[src/rtl/register_bank.sv]
// Multi-entry register bank: one write port and two registered read ports.
// Includes same-cycle write-to-read bypass and a synchronous clear of the whole bank.
module register_bank #(
  parameter int unsigned      WIDTH       = 8,
  parameter int unsigned      DEPTH       = 8,
  parameter int unsigned      ADDR_W      = $clog2(DEPTH),
  parameter logic [WIDTH-1:0] RESET_VALUE = '0
) (
  input  logic              clock,
  input  logic              reset,
  input  logic              clear,
  input  logic              wr_en,
  input  logic [ADDR_W-1:0] wr_addr,
  input  logic [WIDTH-1:0]  wr_data,
  input  logic [ADDR_W-1:0] rd_addr_a,
  output logic [WIDTH-1:0]  rd_data_a,
  input  logic [ADDR_W-1:0] rd_addr_b,
  output logic [WIDTH-1:0]  rd_data_b
);

  logic [WIDTH-1:0] mem [DEPTH];

  logic             wr_ok;
  logic             rd_ok_a;
  logic             rd_ok_b;
  logic [WIDTH-1:0] rd_next_a;
  logic [WIDTH-1:0] rd_next_b;

  // Addresses can exceed DEPTH when DEPTH is not a power of two.
  assign wr_ok   = wr_en && (32'(wr_addr) < DEPTH);
  assign rd_ok_a = 32'(rd_addr_a) < DEPTH;
  assign rd_ok_b = 32'(rd_addr_b) < DEPTH;

  // Port A: out-of-range reads return zero; a matching write bypasses storage.
  always_comb begin
    rd_next_a = mem[rd_addr_a];
    if (!rd_ok_a) begin
      rd_next_a = '0;
    end else if (wr_en && (wr_addr == rd_addr_a)) begin
      rd_next_a = wr_data;
    end
  end

  // Port B: same selection as port A.
  always_comb begin
    rd_next_b = mem[rd_addr_b];
    if (!rd_ok_b) begin
      rd_next_b = '0;
    end else if (wr_en && (wr_addr == rd_addr_b)) begin
      rd_next_b = wr_data;
    end
  end

  // Storage and read registers; clear outranks any write in the same cycle.
  always_ff @(posedge clock or posedge reset) begin
    if (reset) begin
      for (int i = 0; i < int'(DEPTH); i++) begin
        mem[i] <= RESET_VALUE;
      end
      rd_data_a <= RESET_VALUE;
      rd_data_b <= RESET_VALUE;
    end else if (clear) begin
      for (int i = 0; i < int'(DEPTH); i++) begin
        mem[i] <= RESET_VALUE;
      end
      rd_data_a <= RESET_VALUE;
      rd_data_b <= RESET_VALUE;
    end else begin
      if (wr_ok) begin
        mem[wr_addr] <= wr_data;
      end
      rd_data_a <= rd_next_a;
      rd_data_b <= rd_next_b;
    end
  end

endmodule

[config.mk]
export PLATFORM = sky130hd
export DESIGN_NAME = register_bank
export DESIGN_NICKNAME = d
export VERILOG_FILES = /design/src/rtl/register_bank.sv
export SDC_FILE = /design/constraint.sdc
export NUM_CORES = 1
export LEC_CHECK = 0
export ABC_AREA = 1
export CAP_MARGIN = 5
export CELL_PAD_IN_SITES_DETAIL_PLACEMENT = 1
export CELL_PAD_IN_SITES_GLOBAL_PLACEMENT = 2
export CORE_MARGIN = 1.5
export CORE_UTILIZATION = 30
export DETAILED_ROUTE_END_ITERATION = 7
export PLACE_DENSITY_LB_ADDON = 0.1
export SKIP_CTS_REPAIR_TIMING = 1
export SYNTH_ARGS = -nofsm -noshare
export SYNTH_HDL_FRONTEND = slang
export SYNTH_SLANG_ARGS = --single-unit
export TNS_END_PERCENT = 5
[constraint.sdc]
create_clock -name clock -period 3.49 [get_ports clock]
set_clock_uncertainty 0.05 [all_clocks]
set_input_delay 0.698 -clock clock [delete_from_list [all_inputs] [get_ports clock]]
set_output_delay 0.698 -clock clock [all_outputs]
set_load 0.05 [all_outputs]
==> key figures <==
Run status
  – Outcome: finished clean

Worst setup path
  – Worst path required time: 3.67 ns
  – Worst Path Arrival: 2.50 ns
  – Critical Path Source Type: input port
  – Worst setup startpoint: rd_addr_b[0]
  – Max FO, Critical Path: 33
  – CP Capture Type: flip-flop
  – Class of the most critical setup path: in -> reg
  – R2r startpoint: mem[50]$_DFFE_PP0P_

Place
  – Post-place setup slack: 0.815 ns
  – DP Area: 0.00501 mm2
  – Global placer's final weighted congestion: 0.820
  – Hpwl dp: 11600 um
  – Port Buffers: 36

Timing
  – Fin Setup TNS: 0 ns
  – RSZ-0062 raised after global routing: no
  – Slew margin rel.: 50.1%
  – Pins Over Slew Limit: 0
  – Final WS setup: 1.17 ns
  – Min Clock Period, post-route: 2.32 ns
  – F_max: 431 MHz
  – Worst-Margin Slew: 0.747 ns
  – Hold Vio Cnt, Final: 0
  – Final setup violation count: 0
  – Final Cycle Share: 66.5%

Finish
  – # fillers: 1797
  – Share of cells above drive strength 1: 8.09%
  – Final instance area: 0.00530 mm2
  – Ant. Diodes: 0
  – Area grow syn2layout: 17.0%
  – Fin nets: 672

Floorplan
  – Top-level I/O count: 37
  – Die area: 0.0159 mm2
  – # rows: 44
  – Die Span Y: 126 um
  – Initial Utilization: 30.9%
  – Die Width: 126 um
  – Core area: 0.0146 mm2

Logic synthesis
  – Syn Area/Cell: 7.19 um2
  – Synth warn: 0
  – Synth area leader: dfrtp_1
  – Synth top area cells: dfrtp_1 (44%), nand3_1 (18%), nand2_1 (16%), o21ai_0 (7.1%), nor2_1 (3.7%)
  – Mapped Cells: 630
  – Syn nets: 651
  – Yosys reg bits: 80
  – Share of the synthesized area in the top cell type: 44.2%
  – Mapped cell area: 0.00453 mm2
  – Distinct cells, synth: 20
  – Register area share after synthesis: 44.2%

Power
  – Maximum vdd drop: 0.000214 V
  – Reg power frac: 41.9%
  – Combinational share of power: 16.5%
  – Internal power: 1.63 mW
  – Clock network fraction of design power: 41.5%
  – Power per Cell Area: 437 mW/mm2
  – Static Leak: 2.38 nW
  – Switching part of the total: 29.6%
  – Switching Power: 686 uW

Hold path
  – Critical hold path startpoint: mem[41]$_DFFE_PP0P_
  – Hold WC Path Type: reg -> reg

Global routing
  – Global Route Usage Sum: 22.4%
  – First-pass GRT wire length: 27000 um
  – Vias in the first global route: 4502
  – Largest net degree at the start of global routing: 47
  – Antenna violations before repair: 0
  – GR Overflow Total: 0

Clocking
  – Clock sinks: 80
  – Clock Tree Root: clkbuf_16
  – CTS tree: built
  – H-Tree Depth: 3
  – Clock Latency Late Sink: 0.34 ns
  – Reg clk slew, reported paths: 0.06 ns
  – Max clock buf depth: 2
  – Cts bufs inserted: 9

Detailed routing
  – First-pass DRT Iterations: 8
  – Vias per cell: 5.28
  – DRC: 0
  – Total number of vias: 4431
  – DR WL/cell: 20.3 um
  – Antenna-violating nets left: 0
  – DR iter-0 viols: 249
  – Final WL: 17000 um

Job
  – MaxCap Viol Count: 0
## layer usage
layer | up-vias | global-route usage, % | routed length [um]
met5 | - | 0 | 0
met4 | 0 | 6.36 | 255
met3 | 15 | 2.63 | 507
met2 | 74 | 35.4 | 7780
met1 | 2217 | 32.3 | 8500
li1 | 2125 | - | -
## state kept, by name (all words and copies together), names as in the netlist
register / cells
mem: 64
rd_data_a: 8
rd_data_b: 8
## power groups by stage
stage / clock network, mW / logic, mW / registers, mW
after CTS: 0.987 / 0.388 / 0.972
after detailed placement: 0 / 0.386 / 0.989
final: 0.962 / 0.383 / 0.972
after global placement: 0 / 0.382 / 0.988
after global routing: 1.02 / 0.417 / 0.975
after floorplan: 0 / 0.199 / 1.03
## cell families (layout without fill, tap and decap cells)
| logic type | after synthesis | in the layout | synth area share (%) |
|---|---|---|---|
| buffers and inverters | 62 | 87 | 6.90 |
| flip-flops | 80 | 80 | 44.2 |
| AO/OA/AOI/OAI | 64 | 64 | 7.07 |
| AND/OR/NAND/NOR | 424 | 424 | 41.9 |
## area by class of cell
| type | instances | area, um2 | area share [%] |
|---|---|---|---|
| multi-input combinational | 488 | 2220 | 41.8 |
| sequential | 80 | 2000 | 37.8 |
| timing repair buffer | 53 | 488 | 9.20 |
| clock buffer | 12 | 246 | 4.65 |
| tap | 184 | 230 | 4.34 |
| inverter | 19 | 75.1 | 1.42 |
| clock inverter | 3 | 42.5 | 0.802 |
## critical path: stages
cell and delay (ns):
clkdlybuf4s50_1 0.52, buf_4 0.41, nand2_1 0.12, nand2_1 0.17, nor2_8 0.09, nand2_4 0.13, nand2_1 0.07, nor2_1 0.21
nor2_1 0.07
## cell usage in the layout, fill, tap and decap left out, drive strengths merged
cell type / Yosys / routed
inv: 19 / 18
nand3: 160 / 160
dfrtp: 80 / 80
clkbuf: 6 / 12
nand4: 8 / 8
clkinv: 0 / 2
o21ai: 64 / 64
bufinv: 0 / 1
clkinvlp: 0 / 1
clkdlybuf4s50: 0 / 36
nand2: 202 / 202
buf: 37 / 17
nor2: 54 / 54
## per-stage QoR
step | util [%] | cells | hold slack [ns] | power, mW
2_1_floorplan | - | 630 | 0.449 | 1.23
3_3_place_gp | 34.2 | 824 | 0.466 | 1.37
3_5_place_dp | 34.2 | 824 | 0.475 | 1.38
4_1_cts | 36.2 | 839 | 0.489 | 2.35
5_1_grt | 36.2 | 839 | 0.524 | 2.41
6_report | 36.2 | 839 | 0.484 | 2.32
## cells in the mapped netlist (all sizes together)
cell,instances
nand3,160
dfrtp,80
buf,37
nand2,202
nor2,54
nand4,8
clkbuf,6
inv,19
o21ai,64
## worst paths after layout
kind	endpoint	slack, ns	cells after the start
setup / recovery	rd_data_b[2]$_DFF_PP0_	1.17	9
hold / removal	mem[41]$_DFFE_PP0P_	0.48	2
setup reg to reg	rd_data_b[2]$_DFF_PP0_	2.28	6
hold reg to reg	mem[41]$_DFFE_PP0P_	0.48	2
max in group asynchronous	mem[24]$_DFFE_PP0P_	1.89	3
min in group asynchronous	mem[53]$_DFFE_PP0P_	0.71	2
Note: power is estimated with default switching activity, not from simulation.
